[src/rtl/tx_arb_pkg.sv]
// Shared types and constants for the UART TX stream arbiter.
// Holds the FSM state encoding, the default frame header and pending-buffer sizing.
package tx_arb_pkg;

    typedef enum logic [2:0] {
        IDLE = 3'd0,
        GEN  = 3'd1,
        HDR  = 3'd2,
        DATA = 3'd3,
        LEN  = 3'd4,
        CSUM = 3'd5
    } arb_state_t;

    localparam logic [7:0] HEADER_DEFAULT = 8'hA5;

    function automatic int ptr_width(input int depth);
        return (depth > 1) ? $clog2(depth) : 1;
    endfunction

endpackage

[src/rtl/tx_stream_arbiter_if.sv]
// Byte-path bundle between the requesters, the arbiter and the UART TX core.
// The slave modport is the arbiter's view; master is the surrounding logic.
interface tx_stream_arbiter_if;
    logic [7:0] gen_data;
    logic       gen_write;
    logic [7:0] adc_data;
    logic       adc_valid;
    logic       adc_strobe;
    logic       cts_n;
    logic [7:0] tx_data;
    logic       tx_start;
    logic       tx_ready;

    modport slave (
        input  gen_data, gen_write, adc_data, adc_valid, cts_n, tx_ready,
        output adc_strobe, tx_data, tx_start
    );

    modport master (
        output gen_data, gen_write, adc_data, adc_valid, cts_n, tx_ready,
        input  adc_strobe, tx_data, tx_start
    );
endinterface

[src/rtl/gen_byte_fifo.sv]
// Small synchronous byte FIFO with sticky overflow; dout is the head (fall-through).
// Write-to-read 1 cycle; a write while full is dropped unless a pop happens the same cycle.
module gen_byte_fifo
    import tx_arb_pkg::*;
#(
    parameter int DEPTH = 4
) (
    input  logic       clk,
    input  logic       rst,
    input  logic       wr,
    input  logic [7:0] din,
    input  logic       rd,
    output logic [7:0] dout,
    output logic       empty,
    output logic       full,
    output logic       overflow
);

    localparam int PW = ptr_width(DEPTH);
    localparam logic [PW:0] DEPTH_C = (PW + 1)'(DEPTH);

    logic [7:0]    mem [DEPTH];
    logic [PW-1:0] wr_ptr;
    logic [PW-1:0] rd_ptr;
    logic [PW:0]   count;
    logic          do_wr;
    logic          do_rd;

    assign empty = (count == '0);
    assign full  = (count == DEPTH_C);
    assign do_rd = rd && !empty;
    // A pop in the same cycle frees the slot the write lands in.
    assign do_wr = wr && (!full || do_rd);
    assign dout  = mem[rd_ptr];

    always_ff @(posedge clk) begin
        if (do_wr) begin
            mem[wr_ptr] <= din;
        end
    end

    always_ff @(posedge clk) begin
        if (rst) begin
            wr_ptr   <= '0;
            rd_ptr   <= '0;
            count    <= '0;
            overflow <= 1'b0;
        end else begin
            if (do_wr) begin
                wr_ptr <= wr_ptr + 1'b1;
            end
            if (do_rd) begin
                rd_ptr <= rd_ptr + 1'b1;
            end
            case ({do_wr, do_rd})
                2'b10:   count <= count + 1'b1;
                2'b01:   count <= count - 1'b1;
                default: count <= count;
            endcase
            if (wr && !do_wr) begin
                overflow <= 1'b1;
            end
        end
    end

endmodule

[src/rtl/tx_stream_arbiter.sv]
// Shares one UART TX between buffered command bytes and framed ADC packets (A5, payload, len, xor).
// TxStart 1 cycle after an issuable state; stalls on CtsN=1 or TxReady=0, commands only between frames.
module tx_stream_arbiter
    import tx_arb_pkg::*;
#(
    parameter int         FRAME_LEN = 64,
    parameter int         GEN_DEPTH = 4,
    parameter logic [7:0] HEADER    = HEADER_DEFAULT
) (
    input  logic                 clk,
    input  logic                 rst,
    tx_stream_arbiter_if.slave   bus,
    output logic                 gen_overflow,
    output logic [15:0]          frame_count,
    output logic                 busy
);

    localparam logic [7:0] FRAME_LEN_C = 8'(FRAME_LEN);

    arb_state_t state;
    arb_state_t state_nxt;
    logic       guard;
    logic [7:0] cnt;
    logic [7:0] csum;

    logic       issuable;
    logic       issue;
    logic [7:0] issue_dat;
    logic       adc_pop;
    logic       frame_done;

    logic       fifo_rd;
    logic [7:0] fifo_dout;
    logic       fifo_empty;
    logic       fifo_full;
    logic       unused_fifo_full;

    assign unused_fifo_full = fifo_full;

    gen_byte_fifo #(
        .DEPTH (GEN_DEPTH)
    ) u_gen_fifo (
        .clk      (clk),
        .rst      (rst),
        .wr       (bus.gen_write),
        .din      (bus.gen_data),
        .rd       (fifo_rd),
        .dout     (fifo_dout),
        .empty    (fifo_empty),
        .full     (fifo_full),
        .overflow (gen_overflow)
    );

    // The guard covers the cycle before the UART has lowered TxReady.
    assign issuable = bus.tx_ready && !bus.cts_n && !guard;
    assign busy     = (state != IDLE);

    always_comb begin
        state_nxt  = state;
        issue      = 1'b0;
        issue_dat  = 8'h00;
        adc_pop    = 1'b0;
        fifo_rd    = 1'b0;
        frame_done = 1'b0;
        case (state)
            IDLE: begin
                if (!fifo_empty) begin
                    state_nxt = GEN;
                end else if (bus.adc_valid) begin
                    state_nxt = HDR;
                end
            end
            GEN: begin
                if (issuable) begin
                    issue     = 1'b1;
                    issue_dat = fifo_dout;
                    fifo_rd   = 1'b1;
                    state_nxt = IDLE;
                end
            end
            HDR: begin
                if (issuable) begin
                    issue     = 1'b1;
                    issue_dat = HEADER;
                    state_nxt = DATA;
                end
            end
            DATA: begin
                // AdcValid is stale while the previous pop is in flight, so only judge it once the guard drops.
                if (!guard) begin
                    if (!bus.adc_valid) begin
                        state_nxt = LEN;
                    end else if (issuable) begin
                        issue     = 1'b1;
                        issue_dat = bus.adc_data;
                        adc_pop   = 1'b1;
                        if (8'(cnt + 8'd1) == FRAME_LEN_C) begin
                            state_nxt = LEN;
                        end
                    end
                end
            end
            LEN: begin
                if (issuable) begin
                    issue     = 1'b1;
                    issue_dat = cnt;
                    state_nxt = CSUM;
                end
            end
            CSUM: begin
                if (issuable) begin
                    issue      = 1'b1;
                    issue_dat  = csum;
                    frame_done = 1'b1;
                    state_nxt  = IDLE;
                end
            end
            default: begin
                state_nxt = IDLE;
            end
        endcase
    end

    always_ff @(posedge clk) begin
        if (rst) begin
            state          <= IDLE;
            guard          <= 1'b0;
            bus.tx_start   <= 1'b0;
            bus.tx_data    <= 8'h00;
            bus.adc_strobe <= 1'b0;
            cnt            <= 8'h00;
            csum           <= 8'h00;
            frame_count    <= 16'h0000;
        end else begin
            state          <= state_nxt;
            guard          <= issue;
            bus.tx_start   <= issue;
            bus.adc_strobe <= adc_pop;
            if (issue) begin
                bus.tx_data <= issue_dat;
            end
            if (state == HDR && issue) begin
                cnt  <= 8'h00;
                csum <= 8'h00;
            end
            if (adc_pop) begin
                cnt  <= cnt + 8'd1;
                csum <= csum ^ bus.adc_data;
            end
            if (frame_done) begin
                frame_count <= frame_count + 16'd1;
            end
        end
    end

endmodule

[src/flat_wrapper.sv]
// flat-port wrapper written by rule: the top's interface ports become plain ports
module tx_stream_arbiter_flat import tx_arb_pkg::*;
#(
    parameter int         FRAME_LEN = 64,
    parameter int         GEN_DEPTH = 4,
    parameter logic [7:0] HEADER    = HEADER_DEFAULT
)
  (clk, rst, gen_overflow, frame_count, busy, bus_gen_data, bus_gen_write, bus_adc_data, bus_adc_valid, bus_cts_n, bus_tx_ready, bus_adc_strobe, bus_tx_data, bus_tx_start);
  tx_stream_arbiter_if bus_i ();
  input  logic clk;
  input  logic rst;
  output logic gen_overflow;
  output logic [15:0] frame_count;
  output logic busy;
  input wire logic [$bits(bus_i.gen_data)-1:0] bus_gen_data;
  input wire logic [$bits(bus_i.gen_write)-1:0] bus_gen_write;
  input wire logic [$bits(bus_i.adc_data)-1:0] bus_adc_data;
  input wire logic [$bits(bus_i.adc_valid)-1:0] bus_adc_valid;
  input wire logic [$bits(bus_i.cts_n)-1:0] bus_cts_n;
  input wire logic [$bits(bus_i.tx_ready)-1:0] bus_tx_ready;
  output wire logic [$bits(bus_i.adc_strobe)-1:0] bus_adc_strobe;
  output wire logic [$bits(bus_i.tx_data)-1:0] bus_tx_data;
  output wire logic [$bits(bus_i.tx_start)-1:0] bus_tx_start;
  assign bus_i.gen_data = bus_gen_data;
  assign bus_i.gen_write = bus_gen_write;
  assign bus_i.adc_data = bus_adc_data;
  assign bus_i.adc_valid = bus_adc_valid;
  assign bus_i.cts_n = bus_cts_n;
  assign bus_i.tx_ready = bus_tx_ready;
  assign bus_adc_strobe = bus_i.adc_strobe;
  assign bus_tx_data = bus_i.tx_data;
  assign bus_tx_start = bus_i.tx_start;
  tx_stream_arbiter #(.FRAME_LEN(FRAME_LEN), .GEN_DEPTH(GEN_DEPTH), .HEADER(HEADER)) u_core (.clk(clk), .rst(rst), .bus(bus_i), .gen_overflow(gen_overflow), .frame_count(frame_count), .busy(busy));
endmodule
[config.mk]
export PLATFORM = sky130hd
export DESIGN_NAME = tx_stream_arbiter_flat
export DESIGN_NICKNAME = d
export VERILOG_FILES = /design/src/rtl/tx_arb_pkg.sv /design/src/rtl/tx_stream_arbiter_if.sv /design/src/rtl/gen_byte_fifo.sv /design/src/rtl/tx_stream_arbiter.sv /design/src/flat_wrapper.sv
export SDC_FILE = /design/constraint.sdc
export NUM_CORES = 1
export LEC_CHECK = 0
export ABC_AREA = 1
export CAP_MARGIN = 20
export CORE_MARGIN = 2
export CORE_UTILIZATION = 45
export CTS_CLUSTER_DIAMETER = 80
export DETAILED_ROUTE_END_ITERATION = 8
export HOLD_SLACK_MARGIN = 0.08
export PLACE_DENSITY = 0.64
export SLEW_MARGIN = 20
export SYNTH_ARGS = -nofsm -noshare
export SYNTH_HDL_FRONTEND = slang
export SYNTH_SLANG_ARGS = --single-unit
[constraint.sdc]
create_clock -name clk -period 2.7 [get_ports clk]
set_clock_uncertainty 0.1 [all_clocks]
set_input_delay 0.27 -clock clk [delete_from_list [all_inputs] [get_ports clk]]
set_output_delay 0.27 -clock clk [all_outputs]
set_load 0.02 [all_outputs]
Yosys cells after proc, flatten, opt, wreduce, memory -nomap -nowiden
Memories as Yosys holds them, arrays and structs flattened. A register that Yosys moved wholly into a read port is not among the register bits.
Cells that the tools add are included.
{ "op_classes": {"n_addsub": 6, "n_eq_ne": 16, "muxes": 33, "bitwise_logic": 1, "n_reduce_logical": 20} }
{ "ops": {"columns": ["cell", "count"], "rows": [
  ["$mux 8", 10],
  ["$pmux 8 s5", 1],
  ["$mux 3", 9],
  ["$add 16x1->16 const B", 1],
  ["$pmux 3 s5", 1],
  ["$eq 3x3->1 const B", 3],
  ["$add 8x1->8 const B", 1],
  ["$eq 8x7->1 const B", 1],
  ["$mux 1", 8],
  ["$xor 8x8->8", 1],
  ["$reduce_and 7->1", 1],
  ["$eq 3x2->1 const B", 2],
  ["$logic_and 1x1->1", 6],
  ["$logic_not 3->1", 2],
  ["$ne 2x1->1 const B", 3],
  ["$ne 3x2->1 const B", 2],
  ["$pmux 3 s2", 1],
  ["$logic_not 1->1", 5],
  ["$add 2x1->2 const B", 2],
  ["$mux 2", 2],
  ["$reduce_bool 2->1", 2],
  ["$reduce_or 4->1", 1],
  ["$add 3x1->3 const B", 1],
  ["$eq 3x1->1 const B", 1],
  ["9 further kinds", 9]
]} }
{ "word_totals": {"regBits": 53, "mem_bits_rw": 32, "inputBits": 22, "out_inout_bits": 28, "memories": 1} }
{ "memory_table": {"columns": ["memory", "depth", "width", "read_ports", "rd_ports_with_merged_regs", "wr", "line_no", "rtl"], "rows": [
  ["u_core.u_gen_fifo.mem", 4, 8, 1, 1, 1, "gen_byte_fifo.sv:22", "logic [7:0] mem [DEPTH];"]
]} }

Logic depth before layout (Yosys ltp)
{ "logic_depth": {"ltp_word": 10, "depth_mapped": 14, "mapped_depth_nobuf": 13} }

Hierarchy
Synthesis repeated with hierarchy kept, for this count alone.
{ "unflattened": {"cells_unflattened": 474, "area_unflattened_um2": 4072.7} }
{ "modules_own_cells": {"columns": ["module", "instances", "cells_each", "area_per_inst_um2", "seq_area_each_um2"], "rows": [
  ["tx_stream_arbiter", 1, 320, 2326.0, 900.9],
  ["gen_byte_fifo", 1, 154, 1746.7, 1161.1]
]} }

Least setup slack after synthesis
No wires, ideal clock.
{ "synth_path": {"kind": "register to register", "startpoint": "register, netlist name u_core.bus.tx_start", "endpoint": "register u_core.u_gen_fifo.count[2]", "setup_time_ns": 0.122, "arrival_ns": 2.080, "setup_slack_ns": 0.398, "path_stages_with_launch": 13, "path_buffers": 1, "period_less_slack_ns": 2.302, "cell_sequence": "dfxtp_1 nor2_2 buf_2 nand3_1 nand2_1 nand2_1 ha_1 inv_1 fa_1 a21oi_1 o21ai_0 o21ai_0 a21oi_1"} }
{ "synth_lines": {"columns": ["item", "line_no", "rtl"], "rows": [
  ["end signal, assigned", "gen_byte_fifo.sv:56", "2'b10: count <= count + 1'b1;"],
  ["end signal, assigned", "gen_byte_fifo.sv:57", "2'b01: count <= count - 1'b1;"],
  ["end signal, assigned", "gen_byte_fifo.sv:58", "default: count <= count;"],
  ["end, declared", "gen_byte_fifo.sv:25", "logic [PW:0] count;"]
]} }

Worst setup path after layout
{ "layout_path": {"startpoint": "register u_core.state[1]", "endpoint": "register u_core.u_gen_fifo.count[2]"} }
{ "layout_via": {"elab_chain_len": 7, "elab_cells_between_ends": 9, "classes_between": "eq/ne (3); mux (2); reduce/logical (4)"} }
{ "layout_lines": {"columns": ["item", "line_no", "rtl"], "rows": [
  ["start, declared", "tx_stream_arbiter.sv:20", "arb_state_t state;"],
  ["start signal, assigned", "tx_stream_arbiter.sv:135", "state <= state_nxt;"],
  ["$eq 3x1->1 (*)", "tx_stream_arbiter.sv:65", "case (state)"],
  ["$mux 1 (*)", "tx_stream_arbiter.sv:65", null],
  ["$logic_and 1x1->1 (*)", "gen_byte_fifo.sv:31", "assign do_rd = rd && !empty;"],
  ["$logic_or 1x1->1", "gen_byte_fifo.sv:33", "assign do_wr = wr && (!full || do_rd);"],
  ["$logic_and 1x1->1", "gen_byte_fifo.sv:33", null],
  ["$eq 2x1->1 / $eq 2x2->1 (equally long branches)", "gen_byte_fifo.sv:55", "case ({do_wr, do_rd})"],
  ["$pmux 3 s2 / $reduce_bool 2->1 (equally long branches)", null, null]
]} }
Mark *: on every way between the ends. The rest lies on a longest branch, timed or not.
A chain may end at the register's enable or synchronous reset.

==> impl_metrics.csv <==
group,metric,value,unit
die,io_pins,50,
pwr,power.density,619,nW/um2
pwr,p_total,3.03,mW
die,die_area,9740,um2
routing,wl_per_cell,12.8,um
cts,cts.sinks,87,
yosys,syn_area,4030,um2
worst_setup_path,crit_fanout,4,
routing,finalWirelength,8610,um
routing,drc,0,
yosys,synth_cells,500,
final_layout,drive_above_1_share,7.28,%
yosys,synth_common_cells,"nand2_1, inv_1, nor2_1",
routing,vias,3379,
sta,final.setup.tns,0,ps
yosys,synth_cell_types,36,
yosys,yosys_warnings,0,
global_routing,grt_overflow,0,
die,rows,34,
pwr,leakage,1.95,nW
final_layout,antennaDiodeCount,0,
sta,setup_violations,0,
global_routing,grt_max_degree,29,
routing,drt-vias-per-instance,5.04,
yosys,async_flop_share,0,%
yosys,yosysTopAreaCell,"dfxtp_1",
routing,drt-initial-drc-count,174,
worst_setup_path,critPathLaunchType,"flip-flop",
sta,finalHoldViolations,0,
global_routing,grt_pass1_vias,3086,
die,initial_core_util,46.3,%
routing,routed-wl-met2,4090,um
worst_setup_path,cp-end-kind,"flip-flop",
sta,slew_headroom,50.2,%
cts,post_cts_resized,0,
global_routing,antenna_found_initial,0,
worst_setup_path,crit_type,"flip-flop to flip-flop",
die,core,8720,um2
status,status,"completed",
pwr,vdd_drop_max,0.383,mV
yosys,synth-edff-count,32,
yosys,syn_area_per_cell,8.07,um2
routing,dr_wl_met3,322,um
final_layout,area_delta_synth_final,21.5,%
cts,insertion_delay,360,ps
place,port-buffer-count,49,
yosys,synth_nets,530,
job,drv_cap,0,
cts,numCtsBuffers,9,
cts,cts.clk_slew.worst_paths,90,ps
cts,cts_hold_buf,0,
routing,top_layer,"met4",
cts,cts_setup_buffers,0,
yosys,synthFlopType,"dfxtp_1",
die,die_h,98.7,um
global_routing,track_usage,18.4,%
worst_setup_path,critical_path_required,2850,ps
yosys,synthMostInstantiatedCell,"nand2_1",
routing,antenna_left,0,
yosys,yosys-top-cells-area,"dfxtp_1, edfxtp_1, nand2_1",
routing,first_pass_iters,4,
place,dp_hpwl,6100,um
final_layout,final_nets,588,
global_routing,grt_pass1_wl,14300,um
sta,grt_setup_unrepaired,"false",
final_layout,utilization,56.2,%
die,die_width,98.7,um
worst_setup_path,arrival,2470,ps
sta,max_freq,0.431,GHz
cts,cts_root_buffer,"clkbuf_8",
sta,tightest_slew,747,ps
sta,fin_crit,2320,ps
yosys,seq_area_frac_synth,51.1,%
sta,period_share,85.9,%
cts,cts_buffer_depth,2,
place,gp_congestion,0.862,
yosys,synth_top_area_share,27.3,%
sta,slew_viol_final,0,
worst_setup_path,r2r_slack,380,ps
cts,cts_tree,"yes",
yosys,ys_seq_elements,87,
cts,cts_max_level,3,
worst_hold_path,hold_path.class,"flip-flop to flip-flop",
routing,wl_met1,4090,um
## path summary, 6_finish.rpt
check | startpoint | to | cells after the start
worst max register to register | u_core.state[1]$_SDFFE_PP0P_ | u_core.u_gen_fifo.count[2]$_SDFFE_PP0P_ | 13
worst min register to register | u_core.u_gen_fifo.overflow$_SDFFE_PP0P_ | u_core.u_gen_fifo.overflow$_SDFFE_PP0P_ | 2
worst min-delay path | u_core.u_gen_fifo.overflow$_SDFFE_PP0P_ | u_core.u_gen_fifo.overflow$_SDFFE_PP0P_ | 2
worst max-delay path | u_core.state[1]$_SDFFE_PP0P_ | u_core.u_gen_fifo.count[2]$_SDFFE_PP0P_ | 13
## worst max-delay path, cell delays in order, from the launching register on
cell     delay (ps)
dfxtp_1         400
inv_1            90
nand2_2         140
nor2_2           60
nand3_1         150
nand2_1          80
nand2_1          90
ha_1            150
inv_1            70
fa_1            380
a21oi_1         170
o21ai_0         120
o21ai_0         150
a21oi_1          50
## cells in the final DEF (no fill, tap or decap), types with 8 or more instances in the layout
master / instances
nand3_1: 23
dfxtp_1: 55
inv_1: 58
o21ai_0: 44
nor3_1: 11
xor2_1: 8
clkdlybuf4s50_1: 49
buf_4: 11
edfxtp_1: 32
clkbuf_8: 9
nor2_1: 56
nand2_1: 115
a21oi_1: 40
## flip-flops by register name, indices dropped and copies added, names as in the netlist, 3 cells and up, named ones only
register and flops:
u_core.bus.tx_data 8, u_core.state 3, u_core.u_gen_fifo.mem 32, u_core.csum 8
u_core.cnt 8, u_core.frame_count 16, u_core.u_gen_fifo.count 3
## cell type report
| cell class | instances | area, um2 |
|---|---|---|
| clock buffer | 10 | 128 |
| clock inverter | 6 | 86.3 |
| fill | 776 | 3820 |
| inverter | 59 | 221 |
| multi-input combinational | 341 | 1690 |
| sequential | 87 | 2060 |
| tap | 108 | 135 |
| timing repair buffer | 60 | 573 |
## layer usage
| metal | track usage, % | up-vias |
|---|---|---|
| met5 | 0 | - |
| met4 | 4.74 | 0 |
| met3 | 4.68 | 8 |
| met2 | 29.9 | 52 |
| met1 | 24.7 | 1561 |
| li1 | - | 1758 |
## through the flow
| stage | instances | hold WS, ps | instance area (um2) | setup WS [ps] |
|---|---|---|---|---|
| final | 671 | 350 | 4900 | 382 |
| after detailed placement | 655 | 340 | 4690 | 206 |
| after global placement | 655 | 339 | 4690 | 280 |
| after floorplan | 500 | 269 | 4030 | 398 |
| after global routing | 671 | 374 | 4900 | 199 |
| after CTS | 671 | 353 | 4900 | 410 |
## report_power, final
group          total [mW]  switching, mW  internal [mW]  leakage, nW
clock               0.981          0.461          0.520        0.108
combinational       0.589          0.366          0.222         1.10
sequential           1.46         0.0400           1.42        0.739
total                3.03          0.867           2.17         1.95
## logic make-up (layout without fill, tap and decap cells)
kind of cell,Yosys count,after routing,share of synthesized area (%)
xor+xnor,8,8,1.74
buf+inv,72,135,6.89
fa+ha+maj,8,8,2.67
simple gates,231,231,25.2
flops,87,87,51.1
compound gates,94,94,12.4
Power figures use the tool's default switching activity.
==> variant (config.mk and constraints unchanged) <==
`GEN_DEPTH` is set to 4 in 2 places; all go to 8.
--- a/src/rtl/tx_stream_arbiter.sv
+++ b/src/rtl/tx_stream_arbiter.sv
@@ -4,7 +4,7 @@
     import tx_arb_pkg::*;
 #(
     parameter int         FRAME_LEN = 64,
-    parameter int         GEN_DEPTH = 4,
+    parameter int         GEN_DEPTH = 8,
     parameter logic [7:0] HEADER    = HEADER_DEFAULT
 ) (
     input  logic                 clk,
--- a/src/flat_wrapper.sv
+++ b/src/flat_wrapper.sv
@@ -2,7 +2,7 @@
 module tx_stream_arbiter_flat import tx_arb_pkg::*;
 #(
     parameter int         FRAME_LEN = 64,
-    parameter int         GEN_DEPTH = 4,
+    parameter int         GEN_DEPTH = 8,
     parameter logic [7:0] HEADER    = HEADER_DEFAULT
 )
   (clk, rst, gen_overflow, frame_count, busy, bus_gen_data, bus_gen_write, bus_adc_data, bus_adc_valid, bus_cts_n, bus_tx_ready, bus_adc_strobe, bus_tx_data, bus_tx_start);
Check against the original RTL: not equivalent (Yosys sat finds a counterexample within 10 cycles, from zero or initial values and one cycle with rst high).
==> variant against the unedited design <==
Sequential cell count rose by 36; non-clock buffer count is 4 higher; cell area grew 41%; wire length grew 56%; setup slack better by 0.093 ns; synthesized area is 39% higher; total power up 60%; die area up 37%; critical endpoint is now u_core.u_gen_fifo.count[3]$_SDFFE_PP0P_.
==> variant: results (changes against the unedited design) <==
metric,value,unit,change
status,finished clean,,
final_cells,888,,+32%
seq_area_frac_synth,55.36,%,+4.2 points
synth_area_leaders,"edfxtp_1, dfxtp_1, nand2_1",,
reg_top3,"u_core.u_gen_fifo.mem: 64 flops, u_core.frame_count: 16 flops",,
postPlaceCellArea,0.006346,mm^2,+35%
dp_hpwl,9265,um,+52%
fin_nets,736,,+25%
cp_data_arrival_time,2.44,ns,-0.03 ns
initialDrtViolationCount,397,,+130%
place.gp.congestion,0.8924,,+3.5%
worst_slew_pin_slew,0.6182,ns,-0.1284 ns
layout-drive-gt1-share,9.861,%,+2.6 points
synth_cells,642,,+28%
fill_cells,1053,,+36%
leakage,2.678,nW,+38%
htree_num_levels,4,,+1
grt_pass1_wl,21500,um,+50%
p_sw_share,25.03,%,-3.6 points
first_pass_iters,5,,+1
totalWireLength,13430,um,+56%
yosysTopAreaCell,edfxtp_1,,
placed_cells,856,,+31%
clk_pin_slew,0.05,ns,-0.04 ns
synth_flop_cell,edfxtp_1,,
path_max_fanout,6,,+2
track_usage,21.22,%,+2.8 points
grt_max_degree,36,,+24%
vias_per_cell,5.158,,+2.4%
synth_cell_types,40,,+11%
ir_drop,501.0,uV,+31%
[variant: cell types whose count changed after synthesis, sizes merged, moves of 4 or more]
cell / change
inv: +21
clkbuf: +5
o21ai: +13
o221ai: +5
nor2: +47
nand3: +23
dfxtp: +4
edfxtp: +32
xor2: -8
o211ai: +10
nand2: -8
[variant: logic make-up after synthesis]
logic type | Yosys count | synth area share [%]
flip-flops | 123 | 55.36
AND/OR/NAND/NOR | 290 | 23.82
adder cells (fa/ha/maj) | 7 | 1.696
AO/OA/AOI/OAI | 122 | 12.23
XOR/XNOR | 1 | 0.1563
buffers and inverters | 99 | 6.741
[variant: power by group through the flow]
stage	clock network (W)	registers (W)	logic, W
floorplan	0	0.00214	0.000387
global placement	0	0.00213	0.000611
detailed placement	0	0.00213	0.000622
CTS	0.00217	0.00209	0.000626
global route	0.00226	0.00210	0.000698
finish	0.00214	0.00209	0.000626
[variant: stage by stage]
step	setup WS, ns	hold slack (ns)	power [W]
2_1_floorplan	0.5176	0.2648	0.002527
3_3_place_gp	0.2011	0.3443	0.002740
3_5_place_dp	0.1394	0.3480	0.002753
4_1_cts	0.4725	0.3592	0.004891
5_1_grt	0.3454	0.4110	0.005061
6_report	0.4745	0.3555	0.004862
[variant: area by class of cell]
class,count,area (um^2),area share (%)
Sequential cell,123,3103,44.89
Multi-Input combinational cell,420,2125,30.73
Timing Repair Buffer,64,603.1,8.724
Clock buffer,25,505.5,7.312
Inverter,81,305.3,4.416
Tap cell,168,210.2,3.041
Clock inverter,7,61.31,0.8869
[variant: final timing paths]
check	cells after the start	start	endpoint
setup / recovery	16	u_core.state[1]$_SDFFE_PP0P_	u_core.u_gen_fifo.count[3]$_SDFFE_PP0P_
setup reg to reg	16	u_core.state[1]$_SDFFE_PP0P_	u_core.u_gen_fifo.count[3]$_SDFFE_PP0P_
hold reg to reg	2	u_core.u_gen_fifo.overflow$_SDFFE_PP0P_	u_core.u_gen_fifo.overflow$_SDFFE_PP0P_
hold / removal	2	u_core.u_gen_fifo.overflow$_SDFFE_PP0P_	u_core.u_gen_fifo.overflow$_SDFFE_PP0P_
[variant: critical path: stages (launching register included)]
cell,delay (ns)
dfxtp_1,0.33
inv_1,0.18
nand3_2,0.15
nor2_8,0.14
nand2_4,0.09
nor2_8,0.12
ha_1,0.27
nand2_1,0.08
nand2_1,0.04
a31oi_1,0.18
inv_1,0.06
nand2_1,0.06
nand2_1,0.08
nor2_4,0.08
nand2_1,0.06
nand2_1,0.06
nor2_1,0.04
[variant: layer usage]
layer  track usage (%)  vias up  share of wire (%)
met1             27.08     2143                 43
met2             34.62      138                 48
met5                 0        -                  0
met3             6.119       15                6.8
met4             7.619        0                1.5
li1                  -     2284                  -
